### config.mk
export PLATFORM = sky130hd
export DESIGN_NAME = rmsnorm_ctrl
export DESIGN_NICKNAME = d
export VERILOG_FILES = /design/src/rtl/rmsnorm_pkg.sv /design/src/rtl/rmsnorm_ctrl_vec_buf.sv /design/src/rtl/rmsnorm_ctrl.sv
export SDC_FILE = /design/constraint.sdc
export NUM_CORES = 1
export LEC_CHECK = 0
export ABC_AREA = 1
export CORE_ASPECT_RATIO = 1.1
export CORE_MARGIN = 8
export CORE_UTILIZATION = 45
export CTS_CLUSTER_DIAMETER = 30
export DETAILED_ROUTE_END_ITERATION = 6
export HOLD_SLACK_MARGIN = 0.08
export PLACE_DENSITY = 0.58
export SLEW_MARGIN = 20
export SYNTH_ARGS = -nofsm -noshare
export SYNTH_HDL_FRONTEND = slang
export SYNTH_SLANG_ARGS = --single-unit
### constraint.sdc
create_clock -name clk_i -period 7.3 [get_ports clk_i]
set_input_delay 1.46 -clock clk_i [delete_from_list [all_inputs] [get_ports clk_i]]
set_output_delay 1.46 -clock clk_i [all_outputs]
set_load 0.02 [all_outputs]
### src/rtl/rmsnorm_pkg.sv
// Shared defaults and FSM encoding for the RMS normalisation controller.
package rmsnorm_pkg;

  localparam int VEC_LEN_DEF  = 64;
  localparam int X_W_DEF      = 8;
  localparam int D_W_DEF      = 14;
  localparam int OUT_FRAC_DEF = 5;
  localparam int R_W          = 16;

  typedef enum logic [1:0] {
    ACCUM = 2'd0,
    REQ   = 2'd1,
    WAIT  = 2'd2,
    EMIT  = 2'd3
  } state_e;

  localparam logic [1:0] ST_ACCUM = 2'(ACCUM);
  localparam logic [1:0] ST_REQ   = 2'(REQ);
  localparam logic [1:0] ST_WAIT  = 2'(WAIT);
  localparam logic [1:0] ST_EMIT  = 2'(EMIT);

endpackage

### src/rtl/rmsnorm_ctrl_vec_buf.sv
// Element buffer: simple dual-port memory with a registered read port,
// written once per accepted element and replayed during emission.
module vec_buf #(
  parameter int DEPTH = 64,
  parameter int W     = 8
) (
  input  logic                     clk,
  input  logic                     we,
  input  logic [$clog2(DEPTH)-1:0] wr_addr,
  input  logic signed [W-1:0]      wr_data,
  input  logic [$clog2(DEPTH)-1:0] rd_addr,
  output logic signed [W-1:0]      rd_data
);

  logic [W-1:0] mem [DEPTH];

  // Write port and registered read; contents are never reset.
  always_ff @(posedge clk) begin
    if (we) begin
      mem[wr_addr] <= wr_data;
    end
    rd_data <= mem[rd_addr];
  end

endmodule

### src/rtl/rmsnorm_ctrl.sv
// RMS normalisation controller: accumulates a vector's mean square, requests
// 1/sqrt(mean) from an external unit and streams the scaled elements back out.
module rmsnorm_ctrl
  import rmsnorm_pkg::*;
#(
  parameter int VEC_LEN  = VEC_LEN_DEF,
  parameter int X_W      = X_W_DEF,
  parameter int D_W      = D_W_DEF,
  parameter int OUT_FRAC = OUT_FRAC_DEF
) (
  input  logic                  clk_i,
  input  logic                  rst_ni,
  input  logic                  valid_i,
  output logic                  ready_o,
  input  logic signed [X_W-1:0] x_i,
  output logic                  isq_valid_o,
  output logic [D_W-1:0]        isq_d_o,
  input  logic                  isq_valid_i,
  input  logic [R_W-1:0]        isq_result_i,
  output logic                  valid_o,
  input  logic                  ready_i,
  output logic signed [X_W-1:0] y_o
);

  localparam int LOG2  = $clog2(VEC_LEN);
  localparam int SQ_W  = 2 * X_W - 1;
  localparam int SUM_W = SQ_W + LOG2;
  localparam int P_W   = X_W + 17;
  localparam int SH    = 15 - OUT_FRAC;
  localparam logic [LOG2:0]         LAST_IDX = (LOG2+1)'(VEC_LEN - 1);
  localparam logic [LOG2:0]         END_IDX  = (LOG2+1)'(VEC_LEN);
  localparam logic [SUM_W-1:0]      D_MAX    = SUM_W'({D_W{1'b1}});
  localparam logic signed [P_W-1:0] RND      = P_W'(1 << (SH - 1));
  localparam logic signed [P_W-1:0] Y_MAX    = P_W'((1 << (X_W - 1)) - 1);
  localparam logic signed [P_W-1:0] Y_MIN    = ~Y_MAX;

  logic [1:0]              state_r, state_nx_s;
  logic [LOG2:0]           cnt_r;
  logic [SUM_W-1:0]        sum_r, sum_nx_s, mean_s;
  logic [SQ_W-1:0]         sq_s;
  logic [D_W-1:0]          d_sat_s, isq_d_r;
  logic [R_W-1:0]          r_r, r_s;
  logic                    ready_r, isq_valid_r, valid_r;
  logic signed [X_W-1:0]   y_r, y_sat_s, rd_data_s;
  logic [LOG2-1:0]         rd_addr_s;
  logic signed [P_W-1:0]   x_ext_s, r_ext_s, rnd_s, scaled_s;
  logic                    hs_in_s, last_in_s, capture_s, out_hs_s, done_s, load_s;

  // cnt_r counts writes in ACCUM and elements loaded into y_r during emission.
  assign hs_in_s   = valid_i & ready_r & (state_r == ST_ACCUM);
  assign last_in_s = hs_in_s & (cnt_r == LAST_IDX);
  assign capture_s = isq_valid_i & (state_r == ST_WAIT);
  assign out_hs_s  = valid_r & ready_i & (state_r == ST_EMIT);
  assign done_s    = out_hs_s & (cnt_r == END_IDX);
  assign load_s    = capture_s | (out_hs_s & ~done_s);

  assign sq_s      = SQ_W'(x_i * x_i);
  assign sum_nx_s  = sum_r + SUM_W'(sq_s);
  assign mean_s    = sum_nx_s >> LOG2;
  // Prefetch the element that the next load will need.
  assign rd_addr_s = load_s ? (cnt_r[LOG2-1:0] + LOG2'(1)) : cnt_r[LOG2-1:0];

  vec_buf #(.DEPTH(VEC_LEN), .W(X_W)) u_buf (
    .clk     (clk_i),
    .we      (hs_in_s),
    .wr_addr (cnt_r[LOG2-1:0]),
    .wr_data (x_i),
    .rd_addr (rd_addr_s),
    .rd_data (rd_data_s)
  );

  // Mean-square saturation and scale selection (bypass r on the capture cycle).
  always_comb begin
    d_sat_s = mean_s[D_W-1:0];
    r_s     = r_r;
    if (mean_s > D_MAX) begin
      d_sat_s = {D_W{1'b1}};
    end else begin
      d_sat_s = mean_s[D_W-1:0];
    end
    if (capture_s) begin
      r_s = isq_result_i;
    end else begin
      r_s = r_r;
    end
  end

  assign x_ext_s  = P_W'(rd_data_s);
  assign r_ext_s  = {{(P_W-R_W){1'b0}}, r_s};
  assign rnd_s    = x_ext_s * r_ext_s + RND;
  assign scaled_s = rnd_s >>> SH;

  // Output saturation to the signed element range.
  always_comb begin
    y_sat_s = scaled_s[X_W-1:0];
    if (scaled_s > Y_MAX) begin
      y_sat_s = Y_MAX[X_W-1:0];
    end else if (scaled_s < Y_MIN) begin
      y_sat_s = Y_MIN[X_W-1:0];
    end else begin
      y_sat_s = scaled_s[X_W-1:0];
    end
  end

  // FSM next-state.
  always_comb begin
    state_nx_s = state_r;
    case (state_r)
      ST_ACCUM: if (last_in_s) state_nx_s = ST_REQ;  else state_nx_s = ST_ACCUM;
      ST_REQ:   state_nx_s = ST_WAIT;
      ST_WAIT:  if (capture_s) state_nx_s = ST_EMIT; else state_nx_s = ST_WAIT;
      ST_EMIT:  if (done_s)    state_nx_s = ST_ACCUM; else state_nx_s = ST_EMIT;
      default:  state_nx_s = ST_ACCUM;
    endcase
  end

  // State, input-side ready, element counter and square accumulator.
  always_ff @(posedge clk_i or negedge rst_ni) begin
    if (!rst_ni) begin
      state_r <= ST_ACCUM;
      ready_r <= 1'b0;
      cnt_r   <= '0;
      sum_r   <= '0;
    end else begin
      state_r <= state_nx_s;
      ready_r <= (state_nx_s == ST_ACCUM);
      if (last_in_s || done_s) begin
        cnt_r <= '0;
      end else if (hs_in_s || load_s) begin
        cnt_r <= cnt_r + (LOG2+1)'(1);
      end else begin
        cnt_r <= cnt_r;
      end
      if (hs_in_s) begin
        sum_r <= sum_nx_s;
      end else if (done_s) begin
        sum_r <= '0;
      end else begin
        sum_r <= sum_r;
      end
    end
  end

  // inv_sqrt request pulse, held mean word and captured scale.
  always_ff @(posedge clk_i or negedge rst_ni) begin
    if (!rst_ni) begin
      isq_valid_r <= 1'b0;
      isq_d_r     <= '0;
      r_r         <= '0;
    end else begin
      isq_valid_r <= last_in_s;
      if (last_in_s) begin
        isq_d_r <= d_sat_s;
      end else begin
        isq_d_r <= isq_d_r;
      end
      if (capture_s) begin
        r_r <= isq_result_i;
      end else begin
        r_r <= r_r;
      end
    end
  end

  // Registered output stage; holds while the consumer stalls.
  always_ff @(posedge clk_i or negedge rst_ni) begin
    if (!rst_ni) begin
      valid_r <= 1'b0;
      y_r     <= '0;
    end else if (load_s) begin
      valid_r <= 1'b1;
      y_r     <= y_sat_s;
    end else if (done_s) begin
      valid_r <= 1'b0;
      y_r     <= y_r;
    end else begin
      valid_r <= valid_r;
      y_r     <= y_r;
    end
  end

  assign ready_o     = ready_r;
  assign isq_valid_o = isq_valid_r;
  assign isq_d_o     = isq_d_r;
  assign valid_o     = valid_r;
  assign y_o         = y_r;

endmodule

Yosys cells after proc, flatten, opt, wreduce, memory -nomap -nowiden
Memories as Yosys holds them, arrays and structs flattened. A register that Yosys moved wholly into a read port is not among the register bits.
Index checks and enable logic that the tools add are counted.
{"block": "word_totals", "reg_bits": 71, "ramBits": 512, "inputBits": 29, "output_inout_bits": 25, "n_memories": 1}
{"name": "u_buf.mem", "words": 64, "word_bits": 8, "rd": 1, "rd_ports_with_merged_regs": 1, "wr": 1, "line": "rmsnorm_ctrl_vec_buf.sv:15", "text": "logic [W-1:0] mem [DEPTH];"}
{"block": "op_classes", "addsub": 4, "multipliers": 2, "n_lt_le_gt_ge": 3, "eq_ne": 5, "muxes": 17, "bitwise_logic": 10, "n_reduce_logical": 7}
{"op": "$mux W21", "n": 2}
{"op": "$add A25 B11 Y25 const B", "n": 1}
{"op": "$mul A8 B17 Y25", "n": 1}
{"op": "$add A21 B15 Y21", "n": 1}
{"op": "$mux W16", "n": 1}
{"op": "$mux W8", "n": 2}
{"op": "$gt A15 B14 Y1 const B", "n": 1}
{"op": "$gt A15 B8 Y1 const B", "n": 1}
{"op": "$lt A15 B8 Y1 const B", "n": 1}
{"op": "$mul A8 B8 Y15", "n": 1}
{"op": "$mux W14", "n": 1}
{"op": "$mux W7", "n": 2}
{"op": "$and A1 B1 Y1", "n": 8}
{"op": "$pmux W2 S4", "n": 1}
{"op": "$add A7 B1 Y7 const B", "n": 1}
{"op": "$eq A7 B6 Y1 const B", "n": 1}
{"op": "$eq A7 B7 Y1 const B", "n": 1}
{"op": "$add A6 B1 Y6 const B", "n": 1}
{"op": "$mux W1", "n": 6}
{"op": "$mux W6", "n": 1}
{"op": "$reduce_bool A2 Y1", "n": 3}
{"op": "$eq A2 B2 Y1 const B", "n": 2}
{"op": "$logic_not A2 Y1", "n": 2}
{"op": "$eq A2 B1 Y1 const B", "n": 1}
{"op": "4 further kinds", "n": 5}

Depth between registers and ports, before layout
{"block": "logic_depth", "word_depth": 9, "depth_mapped": 37, "ltp_nobuf": 36}

By module
A second synthesis with hierarchy kept.
{"block": "hier_totals", "cells_unflattened": 3144, "area_unflattened_um2": 31406.4}
{"module": "vec_buf", "n_inst": 1, "cells_per_inst": 1805, "area_per_inst_um2": 21339.2}
{"module": "rmsnorm_ctrl", "n_inst": 1, "cells_per_inst": 1339, "area_per_inst_um2": 10067.2}

Worst setup path after synthesis
No wires, ideal clock.
{"block": "synth_path", "kind": "in2reg", "startpoint": "input x_i[7]", "endpoint": "register isq_d_r[10], in the netlist isq_d_o[10]", "setup_time_ns": 0.118, "t_arrival_ns": 6.683, "slack_ns": 0.499, "path_stages": 31, "path_buffers": 1, "path_cell_list": "clkbuf_1 -> inv_1 -> or2_2 -> fa_1 -> inv_1 -> fa_1 -> fa_1 -> inv_1 -> fa_1 -> inv_1 -> ha_1 -> a21oi_1 -> nand2_1 -> a21oi_1 -> nor2_1 -> o21ai_0 -> nand2_1 -> a21o_1 -> a21oi_1 -> xor2_1 -> ha_1 -> nand2_1 -> nor2_1 -> nand3_1 -> nand2_1 -> nand2_1 -> nand2_1 -> nand2_1 -> inv_1 -> a21oi_1 -> a21o_1"}
{"block": "synth_via", "elab_chain_cells": 4}
{"element": "start, declared", "line": "rmsnorm_ctrl.sv:15", "text": "input logic signed [X_W-1:0] x_i,"}
{"element": "$mul A8 B8 Y15 (*)", "line": "rmsnorm_ctrl.sv:57", "text": "assign sq_s = SQ_W'(x_i * x_i);"}
{"element": "$add A21 B15 Y21 (*)", "line": "rmsnorm_ctrl.sv:58", "text": "assign sum_nx_s = sum_r + SUM_W'(sq_s);"}
{"element": "$gt A15 B14 Y1", "line": "rmsnorm_ctrl.sv:76", "text": "if (mean_s > D_MAX) begin"}
{"element": "$mux W14 (*)", "line": "rmsnorm_ctrl.sv:76"}
{"element": "end signal, assigned", "line": "rmsnorm_ctrl.sv:153", "text": "isq_d_r <= d_sat_s;"}
{"element": "end signal, assigned", "line": "rmsnorm_ctrl.sv:155", "text": "isq_d_r <= isq_d_r;"}
{"element": "end, declared", "line": "rmsnorm_ctrl.sv:41", "text": "logic [D_W-1:0] d_sat_s, isq_d_r;"}
Every way passes the cells marked *; elsewhere a longest branch is shown, timed or not.
A chain may end at the register's enable or synchronous reset.

Final worst setup path
{"block": "layout_path", "startpoint": "input x_i[4]", "endpoint": "register isq_d_r[8], in the netlist isq_d_o[8]"}
Same word-level chain as after synthesis.

==> results.ini <==
[outcome]
outcome = finished clean

[floorplan]
die-area_mm2 = 0.0795
ios = 54
die_w_um = 270
floorplan.initialDensity_pct = 45.4
die_h_um = 295
row_count = 102
core_area_mm2 = 0.0702

[place]
dp_hpwl_mm = 54.2
gp_congestion = 0.897
dpl_cell_area_mm2 = 0.0332
io_buffers = 53
dp.cells = 4105

[sta]
min_period_over_period_pct = 90.4
finalSetupViolations = 0
fin_skew_ns = 0.0567
fmax_ghz = 0.152
rsz0062_at_grt = false
relSlewSlack_pct = 29.2
whs_ns = 0.483
slew_viol_final = 0
hold_viol_final = 0
min_period_ns = 6.60
final.setup.tns_ns = 0
tightest_slew_ns = 1.06

[synthesis]
yosys_warnings = 0
syn_inst = 3196
yosys_register_bits = 591
synth.avg_cell_area_um2 = 9.96
synth_sequential_area_ratio_pct = 54.4
synth_nets = 3446
synth.distinct_cells = 46
synth_area_mm2 = 0.0318

[worst_setup_path]
crit_path_start_kind = primary input
crit_family = adder cells
critical_path_required_ns = 7.84
worst-path-max-fanout = 25
crit_type = primary input to flip-flop
max_stage_delay_ns = 0.51
crit_path_frequent_cell = nand2_1
crit_slowest_cell = fa_1
end_kind = flip-flop
crit_arrival_ns = 7.14
path_buf_inv = 8

[pwr]
clock_power_share_pct = 53.4
switchingPower_w = 0.00262
pwr-share-seq_pct = 34.8
irDropWorstVdd_mv = 0.298
p_int_w = 0.00794
swShare_pct = 24.8
power.density_mw_per_mm2 = 282
p_leak_nw = 16.5
combPwrFrac_pct = 11.7

[cts]
cts_buffers = 116
cts.hold.buffers_added = 0
clk_latency_ns = 0.68
cts_tree = done
post_cts_buffers = 0
clock_path_buffers = 3
cts.reportedPaths.clkPinSlew_ns = 0.04
cts_resized = 0
cts_max_level = 3
cts_root_buf = clkbuf_16
clock-sinks = 591

[cells_and_area]
syn_to_final_growth_pct = 17.4
final_nets = 3537
postLayoutCellArea_mm2 = 0.0374
fin_cells = 4326
insertedDiodeCount = 0
drive_gt1_share_pct = 8.29

[drt]
first_pass_iters = 5
drtIter0Drc = 1751
drt-wirelength-per-cell_um = 19.2
drtAntennaViolNets = 0
vias = 22500
wl_mm = 82.9
route.detailed.drc = 0
via_per_inst = 5.21

[global_routing]
grt_pass1_vias = 23100
grtUsageTotal_pct = 20.9
antenna_found_initial = 3
grt_max_degree = 154
grt_pass1_wl_mm = 131
grt_overflow = 0

[min_path]
hold_path.class = flip-flop to flip-flop

[job]
cap_violations = 0

[cells in the mapped netlist (all sizes together)]
cell | instances | area, um^2
o31ai | 1 | 7.51
o22ai | 8 | 50.1
xor2 | 26 | 228
nor2 | 215 | 812
or2 | 2 | 12.5
clkbuf | 30 | 113
o211ai | 138 | 1040
dfrtp | 71 | 1780
edfxtp | 512 | 15400
buf | 101 | 683
o21a | 1 | 7.51
a31oi | 2 | 12.5
a32o | 1 | 10.0
xnor2 | 20 | 175
nand4 | 9 | 56.3
a22o | 8 | 70.1
ha | 100 | 1250
o32ai | 1 | 8.76
clkinv | 5 | 18.8
dfxtp | 8 | 160
a211oi | 1 | 7.51
nor3 | 6 | 30.0
inv | 551 | 2070
fa | 121 | 2420
nand3b | 3 | 26.3
and2 | 2 | 12.5
a21o | 3 | 22.5
nand2 | 767 | 2930
nand3 | 300 | 1510
o21bai | 8 | 60.1
o21ai | 119 | 607
a21oi | 54 | 270
nor4 | 2 | 12.5
[stage by stage]
stage / setup WS [ns] / power (W) / util, %
detailed placement: 0.0232 / 0.00500 / 47.2
floorplan: 0.499 / 0.00454 / -
finish: 0.703 / 0.0106 / 53.2
global route: 0.0994 / 0.0109 / 53.2
CTS: 0.717 / 0.0107 / 53.2
global placement: 0.0959 / 0.00499 / 47.2
[layer usage]
| layer | wire length [um] | part of all wire [%] | track usage [%] | vias to the layer above |
|---|---|---|---|---|
| met5 | 11 | 0.013 | 0 | - |
| met1 | 34800 | 42 | 26.8 | 10900 |
| met2 | 41000 | 49 | 35.9 | 685 |
| met3 | 4430 | 5.3 | 3.12 | 181 |
| met4 | 2660 | 3.2 | 7.75 | 2 |
| li1 | - | - | - | 10700 |
[worst min-delay path, stage by stage, from the launching register on]
cell	delay (ns)
dfrtp_1	0.34
nand2_1	0.05
nand2_1	0.06
[power by group through the flow]
stage / Combinational (W) / Clock (W) / Sequential (W)
CTS: 0.00126 / 0.00572 / 0.00368
global route: 0.00138 / 0.00587 / 0.00368
detailed placement: 0.00126 / 0 / 0.00374
global placement: 0.00125 / 0 / 0.00374
finish: 0.00124 / 0.00564 / 0.00368
floorplan: 0.000797 / 0 / 0.00374
[cells in the final DEF, fill, tap and decap left out, drive strengths merged, types with 71 or more instances in the layout]
cell type and instances:
dfrtp 71, o211ai 138, o21ai 119, ha 100
nand2 767, fa 121, nor2 215, edfxtp 512
nand3 300, inv 558, clkbuf 127
[final timing paths]
| kind | startpoint | to | slack (ns) | depth (start not counted) |
|---|---|---|---|---|
| min in group asynchronous | rst_ni | r_r[7] | 0.66 | 1 |
| setup / recovery | x_i[4] | isq_d_o[8] | 0.70 | 34 |
| setup reg to reg | state_r[0] | y_o[0] | 1.48 | 26 |
| hold / removal | isq_d_o[6] | isq_d_o[6] | 0.48 | 2 |
| max in group asynchronous | rst_ni | r_r[14] | 5.54 | 2 |
| hold reg to reg | isq_d_o[6] | isq_d_o[6] | 0.48 | 2 |
[sequential cells by signal (all words and copies together) (netlist names)]
signal / count
u_buf.mem: 512
sum_r: 21
r_r: 16
isq_d_o: 14
u_buf.rd_data: 8
y_o: 8
cnt_r: 7
state_r: 2
isq_valid_o: 1
ready_o: 1
valid_o: 1
[final cells by class]
class / instances / area, um^2
Fill cell: 6260 / 32800
Inverter: 556 / 2090
Clock buffer: 127 / 2990
Multi-Input combinational cell: 1918 / 11700
Timing Repair Buffer: 104 / 908
Tap cell: 936 / 1170
Clock inverter: 94 / 1240
Sequential cell: 591 / 17300
[logic make-up after synthesis]
logic type,after synthesis,synth area share (%)
flip-flops,591,54.4
adder cells (fa/ha/maj),221,11.5
buffers and inverters,687,9.05
AO/OA/AOI/OAI,345,6.81
XOR/XNOR,46,1.27
AND/OR/NAND/NOR,1306,17.0
Note: power is estimated with default switching activity, not from simulation.
